### config.mk
export PLATFORM = sky130hd
export DESIGN_NAME = simon_rng_fifo
export DESIGN_NICKNAME = d
export VERILOG_FILES = /design/src/rtl/simon_rng_fifo.sv
export SDC_FILE = /design/constraint.sdc
export NUM_CORES = 1
export LEC_CHECK = 0
export BUFFER_PORTS_ARGS = -buffer_cell sky130_fd_sc_hd__buf_2
export CAP_MARGIN = 15
export CELL_PAD_IN_SITES_DETAIL_PLACEMENT = 0
export CELL_PAD_IN_SITES_GLOBAL_PLACEMENT = 1
export CORE_MARGIN = 1
export CORE_UTILIZATION = 45
export CTS_BUF_LIST = sky130_fd_sc_hd__clkbuf_4
export CTS_CLUSTER_DIAMETER = 120
export DETAILED_ROUTE_END_ITERATION = 6
export PLACE_DENSITY_LB_ADDON = 0.15
export SLEW_MARGIN = 20
export SYNTH_ARGS = -nofsm -noshare
export SYNTH_HDL_FRONTEND = slang
export SYNTH_SLANG_ARGS = --single-unit
### constraint.sdc
create_clock -name clk -period 3 [get_ports clk]
set_clock_uncertainty 0.1 [all_clocks]
set_input_delay 0.45 -clock clk [delete_from_list [all_inputs] [get_ports clk]]
set_output_delay 0.45 -clock clk [all_outputs]
set_load 0.02 [all_outputs]
### src/rtl/simon_rng_fifo.sv
`default_nettype none
// +---------------------------------------------------------------------------+
// | Module      : simon_rng_fifo                                              |
// | Description : Galois-LFSR random value source with rejection sampling     |
// |               into 0..NUM_VALUES-1, buffered in a show-ahead FIFO and     |
// |               handed out over a valid/take handshake.                     |
// | Revision    : 1.0 - initial release                                       |
// +---------------------------------------------------------------------------+
module simon_rng_fifo #(
  parameter int                VALUE_W    = 2,
  parameter int                NUM_VALUES = 4,
  parameter int                LFSR_W     = 16,
  parameter logic [LFSR_W-1:0] TAPS       = 16'hB400,
  parameter logic [LFSR_W-1:0] SEED       = 16'hACE1,
  parameter int                DEPTH      = 4
) (
  input  logic                         clk,
  input  logic                         rst_n,
  input  logic                         enable_i,
  input  logic                         seed_load_i,
  input  logic [LFSR_W-1:0]            seed_i,
  input  logic                         take_i,
  output logic                         valid_o,
  output logic [VALUE_W-1:0]           value_o,
  output logic [$clog2(DEPTH+1)-1:0]   level_o
);

  localparam int AW = $clog2(DEPTH);
  localparam int LW = $clog2(DEPTH+1);

  // Full-level and acceptance bound, sized to avoid width mismatches.
  localparam logic [LW-1:0]      c_FULL_LEVEL = LW'(DEPTH);
  localparam logic [VALUE_W:0]   c_NUM_VALUES = (VALUE_W+1)'(NUM_VALUES);

  logic [LFSR_W-1:0]  lfsr_q, lfsr_d;
  logic [AW-1:0]      wr_ptr_q, wr_ptr_d;
  logic [AW-1:0]      rd_ptr_q, rd_ptr_d;
  logic [LW-1:0]      level_q, level_d;
  logic [VALUE_W-1:0] mem_q [DEPTH];

  logic [VALUE_W-1:0] w_cand;
  logic [LFSR_W-1:0]  w_lfsr_next;
  logic               w_pop;
  logic               w_step;
  logic               w_push;

  // Candidate is the low bits of the LFSR; accept only if inside the range so
  // every legal value keeps equal probability.
  assign w_cand      = lfsr_q[VALUE_W-1:0];
  assign w_lfsr_next = (lfsr_q >> 1) ^ (lfsr_q[0] ? TAPS : '0);

  // A seed load flushes the FIFO, so it also suppresses pop and push.
  assign w_pop  = take_i & valid_o & ~seed_load_i;
  assign w_step = enable_i & ~seed_load_i & ((level_q != c_FULL_LEVEL) | w_pop);
  assign w_push = w_step & ({1'b0, w_cand} < c_NUM_VALUES);

  assign valid_o = (level_q != '0);
  assign value_o = mem_q[rd_ptr_q];
  assign level_o = level_q;

  // Next-state for LFSR, pointers and occupancy; seed load has top priority.
  always_comb begin
    lfsr_d   = lfsr_q;
    wr_ptr_d = wr_ptr_q;
    rd_ptr_d = rd_ptr_q;
    level_d  = level_q;
    if (seed_load_i) begin
      // Zero seed would lock the LFSR up, so fall back to the default seed.
      lfsr_d   = (seed_i == '0) ? SEED : seed_i;
      wr_ptr_d = '0;
      rd_ptr_d = '0;
      level_d  = '0;
    end else begin
      if (w_step) begin
        lfsr_d = w_lfsr_next;
      end
      // Pointers wrap naturally because DEPTH is a power of two.
      if (w_push) begin
        wr_ptr_d = wr_ptr_q + 1'b1;
      end
      if (w_pop) begin
        rd_ptr_d = rd_ptr_q + 1'b1;
      end
      if (w_push && !w_pop) begin
        level_d = level_q + 1'b1;
      end else if (w_pop && !w_push) begin
        level_d = level_q - 1'b1;
      end
    end
  end

  // State registers for LFSR, pointers and occupancy.
  always_ff @(posedge clk or negedge rst_n) begin
    if (!rst_n) begin
      lfsr_q   <= SEED;
      wr_ptr_q <= '0;
      rd_ptr_q <= '0;
      level_q  <= '0;
    end else begin
      lfsr_q   <= lfsr_d;
      wr_ptr_q <= wr_ptr_d;
      rd_ptr_q <= rd_ptr_d;
      level_q  <= level_d;
    end
  end

  // FIFO storage; cleared on reset so the head reads zero when empty.
  always_ff @(posedge clk or negedge rst_n) begin
    if (!rst_n) begin
      for (int i = 0; i < DEPTH; i++) begin
        mem_q[i] <= '0;
      end
    end else if (w_push) begin
      mem_q[wr_ptr_q] <= w_cand;
    end
  end

endmodule
`default_nettype wire

Word-level counts from Yosys, hierarchy flattened
Index checks and enable logic that the tools add are counted.

Mux-type cells: 17. $lt $le $gt $ge: 3. Equality and inequality tests: 1. Add/subtract/negate cells: 4. Reduce and logical (&&, ||, !) cells: 10. Bitwise gates (word level): 9.

Operators with widths (number): $mux W16 (4); $logic_not A16 Y1 (1); $xor A15 B16 Y16 (1); $mux W2 (7); $mux W3 (3); $bwmux W8 (1); $ge A3 B3 Y1 const B (2); $not A2 Y3 (2); $reduce_bool A3 Y1 (2); $add A2 B1 Y2 const B (2); $and A1 B1 Y1 (4); $bmux W2 S2 (1); $demux W2 S2 (1); $reduce_bool A2 Y1 (2); $add A3 B1 Y3 const B (1); $logic_and A1 B1 Y1 (3); $lt A3 B1 Y1 const B (1); $ne A3 B3 Y1 const B (1); $sub A3 B1 Y3 const B (1); $logic_not A1 Y1 (2); $not A1 Y1 (1); $or A1 B1 Y1 (1).

Input port bits: 21. Word-level logic and storage cells: 52. Register bits after elaboration: 31. Output and inout bits: 6.

Depth between registers and ports, before layout
Gate-level depths: netlist of the first run.

Word-level depth: 10. Depth in mapped cells: 8. Mapped depth without buffers: 7.

Worst setup path before layout of the first run
No wires, ideal clock.

Path type: register to register. From: reg level_q[1] (netlist: level_o[1]). To: reg level_q[1] (netlist: level_o[1]). Required time: 2.775 ns. Setup time: 0.125 ns. Clock period less this slack: 2.447 ns. Buffers on the path: 1. Arrival: 2.221 ns. Cell stages (with the launch flop): 9. Setup slack: 0.553 ns. Cell sequence: dfrtp_1 buf_2 nor4b_4 nor2_1 and3_1 fa_1 nand2_1 a21oi_1 a2111oi_0.

Word-level cells in the longest chain between the ends: 8. Elaborated cells on any way between the ends: 16. Those cells by class: add/sub: 2; eq/ne: 1; mux: 3; bitwise: 4; reduce/logical: 6.

Ends and longest elaborated chain: from (decl) (RTL line 38) `logic [LW-1:0] level_q, level_d;`; from (signal assigned) (RTL line 103) `level_q <= level_d;`; $reduce_bool A3 Y1 (RTL line 57) `assign valid_o = (level_q != '0);`; $and A1 B1 Y1 (2 in series) (RTL line 53) `assign w_pop = take_i & valid_o & ~seed_load_i;`; $or A1 B1 Y1 (RTL line 54) `assign w_step = enable_i & ~seed_load_i & ((level_q != c_FULL_LEVEL) | w_pop);`; $and A1 B1 Y1 (RTL line 54); $logic_and A1 B1 Y1 or $logic_not A1 Y1 (tied branches) (RTL line 84, 86); $mux W3 or $logic_and A1 B1 Y1 (tied branches) (RTL line 84, 86); $mux W3 or $reduce_bool A3 Y1 (tied branches).

Several ways; a longest one is shown, not always the timed one. The select of a mux whose other input is x is not followed. A chain may end at the register's enable or synchronous reset.

Worst setup path after layout of the first run
Ends and elaborated chain as after synthesis.

==> results of run 1 <==
-- cell families after synthesis --
logic type / count (synthesis) / share of synthesized area (%)
compound gates: 43 / 17.0
xor+xnor: 6 / 2.84
fa+ha+maj: 5 / 3.79
buf+inv: 31 / 7.99
flops: 31 / 42.5
mux: 10 / 7.31
simple gates: 55 / 18.6
-- sequential cells by signal (all words and copies together), names as in the netlist --
signal / cells
mem_q: 8
level_o: 3
rd_ptr_q: 2
lfsr_q: 16
wr_ptr_q: 2
-- cells in the final DEF, fill, tap and decap left out, drive strengths merged, types with 5 or more instances in the layout --
| master | instances |
|---|---|
| buf | 30 |
| dfrtp | 23 |
| inv | 15 |
| nand3 | 9 |
| nor2 | 8 |
| o21ai | 8 |
| mux2 | 8 |
| dfstp | 8 |
| nand2 | 7 |
| nand4 | 7 |
| nor4 | 6 |
| a21oi | 6 |
| xor2 | 6 |
| clkbuf | 6 |
| a32oi | 5 |
-- layout make-up --
type	count	area [um^2]	area share (%)
clock inverter	2	7.51	0.370
clock buffer	6	45.0	2.22
timing repair buffer	30	160	7.89
tap	48	60.1	2.96
multi-input combinational	119	915	45.1
sequential	31	786	38.7
inverter	15	56.3	2.77
-- power by group through the flow --
stage | Combinational (mW) | Sequential, mW | Clock [mW]
2_1_floorplan | 0.321 | 0.573 | 0
3_3_place_gp | 0.385 | 0.601 | 0
4_1_cts | 0.394 | 0.601 | 0.247
5_1_grt | 0.435 | 0.613 | 0.271
6_report | 0.391 | 0.600 | 0.239
3_5_place_dp | 0.394 | 0.609 | 0
-- worst max-delay path by stage --
stage,from,to,depth (start not counted)
6_report,level_o[1],level_o[1],7
5_1_grt,level_o[2],level_o[1],7
4_1_cts,level_o[1],level_o[1],7
3_5_place_dp,take_i,level_o[1],8
3_3_place_gp,take_i,level_o[1],8
2_1_floorplan,level_o[1],level_o[1],8
-- per-layer routing --
layer	wire length, um	global-route usage, %	vias up
met1	1870	29.5	738
met2	2110	35.1	48
met3	257	7.07	4
met4	33	6.38	0
met5	0	0	-
li1	-	-	706
-- per-stage QoR --
step           hold slack, ps  util, %
2_1_floorplan            54.4        -
3_3_place_gp              368     52.0
3_5_place_dp              380     52.0
4_1_cts                  68.8     53.4
5_1_grt                  72.1     53.4
6_report                 46.6     53.4
==> results.toml, run 1 <==
[timing]
worst-slew-pin-transition_ps = 773
maxClockFrequency_ghz = 0.409
fin_setup_tns_ps = 0
hold_viol = 0
final_min_period_over_clock_period_pct = 81.5
maxSlewViolCount = 0
rsz_0062_raised_after_global_routing = "false"
slew_limit_headroom_pct = 47.8
setup_slack_ps = 555
setup-violations-final = 0
finalCriticalPeriod_ps = 2440

[die]
initial_core_util_pct = 48.6
die_x_um = 66.1
num_rows = 22
boundaryPins = 27
floorplan.die_area_um2 = 4370
floorplan.die.height_um = 66.1
core-area_um2 = 3800

[finish]
antenna_cells_inserted = 0
final.fill_count = 365
post-route-cell-area_um2 = 2030
post_layout_nonfiller_instances = 251
drive_gt1_share_pct = 26.6
syn_to_final_growth_pct = 9.82
num-nets-final = 228

[power_and_ir_drop]
combinational_cell_fraction_of_total_power_pct = 31.8
seq_power_share_pct = 48.8
leakage_nw = 0.898
power.ir.vdd_worst_v = 0.000254
report.power.total_mw = 1.23
clockPowerShare_pct = 19.4
internal_power_mw = 0.789
power_switching_mw = 0.440
power.share.switching_pct = 35.8
power.density_nw_per_um2 = 606

[setup_path]
critPathSlowestCell = "dfrtp_1"
worst-endpoint-required_ps = 3100
endpoint_kind = "register"
timing.critical_path.fanout_max = 12
reg2reg_to = "level_o[1]"
setup.worst_path.start_class = "register"
ff2ff_setup_slack_ps = 560
path_buf_inv = 0
cpLargestDelayFamily = "simple AND/OR/NAND/NOR gates"
timing_worst_setup_path_type = "register to register"
cells_along_the_critical_path = "nor4b_4 -> nor2_1 -> and3_1 -> fa_1 -> nand2_1 -> a21oi_1 -> a2111oi_0"
worst_r2r_path_depth = 7
r2r-start = "level_o[1]"
critPathArrivalTime_ps = 2550
slowest_delay_ps = 530

[synth]
synth.avg_cell_area_um2 = 10.2
ys_dominant_reg_cell = "dfrtp_1"
syn_inst = 181
async_reset_ff_share_pct = 100
synth_top_cell_by_area = "dfrtp_1"
synth.net_count = 207
synth_seq_cells = 31
synth_cell_types = 47
synth_enable_flop_cells = 0
synthTopCellsByArea = "dfrtp_1 31%, dfstp_2 11%, mux2_1 4.9%, inv_1 3.0%, xor2_1 2.8%"
synth_sequential_area_ratio_pct = 42.5
synth_top_cells_by_count = "23 x dfrtp_1, 15 x inv_1, 9 x nand3_1"
yosys.area.top_type_share_pct = 31.1
yosysWarningCount = 0
post-synth-top-count-cell = "dfrtp_1"
mappedNetlistArea_um2 = 1850

[drt]
detail_route.vias_per_cell = 5.96
remaining_drc_errors = 0
wl_per_cell_um = 17.0
drt_first_iter_violations = 81
drt-pass1-iter-count = 4
route.final.wire_length_mm = 4.27
drtAntennaViolNets = 0
routed-via-count = 1496

[placed_design]
hpwl_detailed_mm = 2.94
pre_cts_slack_ps = 491
placed_cells = 243
place_area_um2 = 1980
routabilityCongestion = 0.755
buffer_ports.inserted = 26

[grt]
first_global_vias = 1438
remaining_global_route_overflow = 0
number_of_antenna_violations_at_the_first_check_in_global_routing = 0
grt_first_pass_wirelength_mm = 7.13
global_route.usage.total_pct = 22.4
largest_net_degree_at_the_start_of_global_routing = 32

[status]
result_of_the_run = "completed"

[clock_network]
cts_max_path_buffers = 2
cts.clk_slew.worst_paths_ps = 100
cts_post_setup_buffers_inserted = 0
cts_tree = "built"
holdBufCountCts = 0
insertion_delay_ps = 330
clock-sinks = 31
cts.htree.levels = 2
cts_root_buf = "clkbuf_4"
post_cts.resized_instances = 0
number_of_buffers_created_by_cts = 5

[worst_hold_path]
min-delay-path-class = "primary input to async pin"

[flow_run]
cap_viol_max_count = 0
Note: power is estimated with default switching activity, not from simulation.
==> run 2: changes to the inputs <==
ABC_AREA = 1   (was not set)
CORE_UTILIZATION = 43   (was 45)
clock period = 2.6 ns   (was 3 ns; I/O delays follow)
==> run 2 against run 1 <==
The flow now finishes with violations (hold timing); area after synthesis down 5.1%; first-iteration DRC count up 11%; setup slack better by 27 ps; wire length down 13%; design area down 2.8%; sequential share of layout area up 1.1 points; synthesized cell count up 26%; sequential power up 14%; fmax up 21%; register-to-register slack better by 30 ps.
==> results.toml, run 2 <==
[grt]
grt_first_pass_wirelength_mm = 6.34
number_of_antenna_violations_at_the_first_check_in_global_routing = 0
remaining_global_route_overflow = 0
global_route.usage.total_pct = 19.8
first_global_vias = 1392
largest_net_degree_at_the_start_of_global_routing = 32

[synth]
ys_dominant_reg_cell = "dfrtp_1"
synth_enable_flop_cells = 0
synth.net_count = 254
synth_cell_types = 29
synth.avg_cell_area_um2 = 7.69
post-synth-top-count-cell = "nand2_1"
synth_sequential_area_ratio_pct = 44.8
async_reset_ff_share_pct = 100
yosys.area.top_type_share_pct = 32.8
yosysWarningCount = 0
synth_top_cells_by_count = "68 x nand2_1, 33 x nor2_1, 23 x dfrtp_1, 19 x o21ai_0, 18 x inv_1"
syn_inst = 228
synth_top_cell_by_area = "dfrtp_1"
synthTopCellsByArea = "dfrtp_1 33%, nand2_1 15%, dfstp_2 12%, nor2_1 7.1%, o21ai_0 5.4%"
synth_seq_cells = 31
mappedNetlistArea_um2 = 1750

[flow_run]
cap_viol_max_count = 0

[power_and_ir_drop]
report.power.total_mw = 1.53
power.density_nw_per_um2 = 775
leakage_nw = 0.981
power.ir.vdd_worst_v = 0.000281

[finish]
register_containing_the_most_flip_flops_in_the_final_layout = "lfsr_q"
final_core_utilization_pct = 51.9
final_common_cell = "nand2_1"
mostFrequentLayoutCells = "68 x nand2_1, 33 x nor2_1, 26 x buf_2"
largest_register_ff_count = 16
syn_to_final_growth_pct = 12.4
antenna_cells_inserted = 0
num-nets-final = 280
drive_gt1_share_pct = 22.4

[drt]
drt-pass1-iter-count = 4
routed-via-count = 1485
drt_first_iter_violations = 90
remaining_drc_errors = 0
drtAntennaViolNets = 0
detail_route.vias_per_cell = 4.90
wl_per_cell_um = 12.3
route.final.wire_length_mm = 3.73

[timing]
slew_limit_headroom_pct = 52.7
maxSlewViolCount = 0
rsz_0062_raised_after_global_routing = "false"
worst-slew-pin-transition_ps = 709
fin_setup_tns_ps = 0
maxClockFrequency_ghz = 0.496
finalCriticalPeriod_ps = 2020
final_hold_slack_ps = -26.1
hold_viol = 20
final_min_period_over_clock_period_pct = 77.6
setup-violations-final = 0

[clock_network]
holdBufCountCts = 0
cts.clk_slew.worst_paths_ps = 110
insertion_delay_ps = 340
cts.htree.levels = 2
number_of_buffers_created_by_cts = 5
cts_root_buf = "clkbuf_4"
clock-sinks = 31
cts_tree = "built"
cts_post_setup_buffers_inserted = 0
post_cts.resized_instances = 0
cts_max_path_buffers = 2

[setup_path]
critPathArrivalTime_ps = 2180
endpoint_kind = "register"
cells_along_the_critical_path = "nor2_2 -> nand2_1 -> nand2_2 -> nand3_1 -> inv_1 -> fa_1 -> or2_2 -> o21ai_0"
ff2ff_setup_slack_ps = 580
setup.worst_path.start_class = "register"
r2r-start = "level_o[1]"
crit_start = "level_o[1]"
critPathSlowestCell = "dfrtp_1"
slowest_delay_ps = 430
worst-endpoint-required_ps = 2760
timing_worst_setup_path_type = "register to register"
timing.critical_path.fanout_max = 5

[status]
violations = "hold timing"
result_of_the_run = "finished, violations left"

[placed_design]
hpwl_detailed_mm = 2.67
buffer_ports.inserted = 26
routabilityCongestion = 0.748

[die]
boundaryPins = 27
die_x_um = 65.9
num_rows = 22
floorplan.die.height_um = 65.9
core-area_um2 = 3800
initial_core_util_pct = 46.2
floorplan.die_area_um2 = 4340

[worst_hold_path]
min-delay-path-class = "primary input to async pin"
[run 2: changes by cell type in the layout (fill, tap and decap cells not counted), sizes merged, moves of 8 or more]
| cell | previous run | this run |
|---|---|---|
| mux2 | 8 | 0 |
| o21ai | 8 | 26 |
| nand2 | 7 | 72 |
| nor2 | 8 | 39 |
[run 2: per-layer routing]
layer  up-vias  GRT usage [%]  share of wire, %
met3         6           4.48               3.7
met4         0           8.97               1.4
met5         -              0                 0
met1       684           26.3                49
li1        768              -                 -
met2        27           30.5                46
[run 2: logic make-up (layout without fill, tap and decap cells)]
logic type,Yosys count,count (layout),share of synthesized area (%)
adder cells (fa/ha/maj),5,5,3.99
buffers and inverters,28,55,7.56
AND/OR/NAND/NOR,119,119,29.2
XOR/XNOR,2,2,0.999
flip-flops,31,31,44.8
AO/OA/AOI/OAI,43,43,13.4
[run 2: worst paths after layout]
check / cells after the start / end
min in group clk: 3 / lfsr_q[3]
worst min-delay path: 1 / mem_q[1]
worst max-delay path: 8 / level_o[1]
worst min register to register: 2 / lfsr_q[6]
worst max register to register: 8 / level_o[1]
max in group asynchronous: 1 / lfsr_q[8]
[run 2: power by group]
part	switching [mW]	total, mW	leakage [nW]	internal [mW]
clock network	0.183	0.385	0.0452	0.202
logic	0.283	0.459	0.567	0.175
registers	0.0798	0.685	0.368	0.605
[run 2: critical path, delay by kind of cell (launching register included)]
family                   cells  cell delay [ps]
adder cells (fa/ha/maj)      1              400
AO/OA/AOI/OAI                1              150
buffers and inverters        1              100
flip-flops                   1              430
AND/OR/NAND/NOR              5              770
[run 2: per-stage QoR]
step | area [um^2] | hold WS [ps] | cells | worst slack, ps
CTS | 1970 | 2.08 | 303 | 558
global placement | 1890 | 360 | 295 | 540
finish | 1970 | -26.1 | 303 | 582
global route | 1970 | 31.7 | 303 | 420
floorplan | 1750 | -5.59 | 228 | 479
detailed placement | 1890 | 361 | 295 | 511
[run 2: final cells by class]
cell class	count	area [um^2]
sequential	31	786
clock buffer	5	37.5
multi-input combinational	169	836
clock inverter	3	43.8
fill	382	1830
timing repair buffer	26	130
tap	48	60.1
inverter	21	78.8
==> run 3: changes to the inputs <==
ABC_AREA = 0   (was 1)
CORE_UTILIZATION = 41   (was 43)
clock period = 1.7 ns   (was 2.6 ns; I/O delays follow)
==> run 3 against run 2 <==
Wire length is 31% higher; sequential share of layout area is 8.2 points lower; total power is 76% higher; die area is 10% higher; cell count is 6.9% lower; the run ends with setup timing left; clock power is 10% higher; first-iteration DRC count is 5.6% higher; via count is 9.2% higher; design area is 27% higher.
==> results.toml, run 3 (same netlist as run 1, synthesis figures left out) <==
[finish]
ff_latch_area_um2 = 791
register_containing_the_most_flip_flops_in_the_final_layout = "lfsr_q"
mostFrequentLayoutCells = "23 x buf_2, 21 x buf_4, 19 x dfrtp_1"
drive_gt1_share_pct = 47.8
antenna_cells_inserted = 0
syn_to_final_growth_pct = 35.3
post-route-cell-area_um2 = 2500
final_common_cell = "buf_2"
largest_register_ff_count = 16
num-nets-final = 255
multi_input_area_um2 = 1090
final.fill_count = 387

[grt]
remaining_global_route_overflow = 0
global_route.usage.total_pct = 22.1
largest_net_degree_at_the_start_of_global_routing = 29
number_of_antenna_violations_at_the_first_check_in_global_routing = 0
grt_first_pass_wirelength_mm = 8.35
first_global_vias = 1710

[die]
num_rows = 24
floorplan.die.height_um = 69.1
die_x_um = 69.1
boundaryPins = 27
core-area_um2 = 4350
floorplan.die_area_um2 = 4780
initial_core_util_pct = 42.4

[setup_path]
setup.worst_path.start_class = "register"
endpoint_kind = "register"
crit_start = "level_o[0]"
cells_along_the_critical_path = "nor4b_4 -> nor2_2 -> and3_4 -> fa_2 -> nand2_2 -> a21oi_2 -> a2111oi_4"
ff2ff_setup_slack_ps = -420
worst_r2r_path_depth = 7
critPathArrivalTime_ps = 2240
timing_worst_setup_path_type = "register to register"
reg2reg_to = "level_o[1]"
timing.critical_path.fanout_max = 4
r2r-start = "level_o[0]"
slowest_delay_ps = 460
critPathSlowestCell = "dfrtp_2"
worst-endpoint-required_ps = 1820

[clock_network]
cts_root_buf = "clkbuf_4"
number_of_buffers_created_by_cts = 5
cts.clk_slew.worst_paths_ps = 100
cts.htree.levels = 2
cts_max_path_buffers = 2
insertion_delay_ps = 330
clock-sinks = 31
cts_tree = "built"

[timing]
rsz_0062_raised_after_global_routing = "true"
maxClockFrequency_ghz = 0.472
slew_limit_headroom_pct = 71.3
setup-violations-final = 30
hold_viol = 0
setup_slack_ps = -420
worst-slew-pin-transition_ps = 431
final_min_period_over_clock_period_pct = 125
finalCriticalPeriod_ps = 2120
maxSlewViolCount = 0

[flow_run]
cap_viol_max_count = 0

[placed_design]
hpwl_detailed_mm = 3.41
pre_cts_slack_ps = -622
routabilityCongestion = 0.797
place_area_um2 = 2240
buffer_ports.inserted = 26

[drt]
remaining_drc_errors = 0
route.final.wire_length_mm = 4.90
drt-pass1-iter-count = 4
drtAntennaViolNets = 0
drt_first_iter_violations = 95
detail_route.vias_per_cell = 5.75
wl_per_cell_um = 17.4
routed-via-count = 1622

[power_and_ir_drop]
power_switching_mw = 0.931
power.share.switching_pct = 34.7
seq_power_share_pct = 39.1
power.density_nw_per_um2 = 1070
leakage_nw = 1.11
clockPowerShare_pct = 15.8
power.ir.vdd_worst_v = 0.000455
combinational_cell_fraction_of_total_power_pct = 45.1
internal_power_mw = 1.75

[status]
violations = "setup timing"
result_of_the_run = "finished, violations left"

[worst_hold_path]
min_path_cells = 3
hold_path.startpoint = "seed_i[5]"
hold-path-endpoint = "lfsr_q[5]"
min-delay-path-class = "primary input to register"
run 3: cell types whose count changed in the layout (fill, tap and decap cells not counted), sizes merged, moves of 8 or more:
cell | previous run | this run
o21ai | 26 | 8
buf | 26 | 54
mux2 | 0 | 8
nor2 | 39 | 8
nand2 | 72 | 7
run 3: area by class of cell:
type | count | share of cell area (%)
flip-flops and latches | 31 | 31.6
well taps | 52 | 2.60
clock inverters | 2 | 0.300
multi-input cells | 119 | 43.8
clock buffers | 6 | 1.80
inverters | 15 | 2.25
repair buffers | 57 | 17.6
run 3: worst max path at each step:
stage / cells after the start / endpoint
final: 7 / level_o[1]
after global routing: 7 / level_o[1]
after CTS: 7 / level_o[1]
after detailed placement: 6 / level_o[1]
after global placement: 6 / level_o[1]
after floorplan: 8 / level_o[1]
run 3: routing by layer:
layer	wire, um	track usage, %	vias up
li1	-	-	769
met2	2440	38.7	35
met1	2210	27.2	809
met5	0	0	-
met3	165	4.53	9
met4	87	7.03	0
run 3: metrics by stage:
stage	hold slack, ps	power [mW]	cells	setup TNS, ps	util [%]
6_report	16.8	2.68	282	-6600	57.4
5_1_grt	13.7	2.85	282	-8160	57.4
4_1_cts	2.12	2.61	277	-6440	55.7
3_5_place_dp	46.1	2.00	263	-4980	51.4
3_3_place_gp	44.3	1.96	263	-4230	51.4
2_1_floorplan	-141	1.70	181	-2450	-
run 3: power groups by stage:
stage	logic [mW]	registers [mW]	clock network (mW)
2_1_floorplan	0.679	1.02	0
3_3_place_gp	0.914	1.04	0
3_5_place_dp	0.943	1.06	0
4_1_cts	1.11	1.05	0.445
5_1_grt	1.30	1.08	0.476
6_report	1.21	1.05	0.424
run 3: repair_timing:
item,4_1_cts,5_1_grt
resized for setup,19,6
setup endpoints to repair,30,31
hold buffers,1,2
pin swaps,10,9
setup buffers,4,5
cloned,1,0
hold endpoints to repair,17,2
run 3: critical path: cells and delay by family, from the launching register on:
kind,cells,cell delay [ps]
AOI/OAI and AO/OA,2,360
adders and majority gates,1,460
DFF,1,460
and+or+nand+nor,4,630
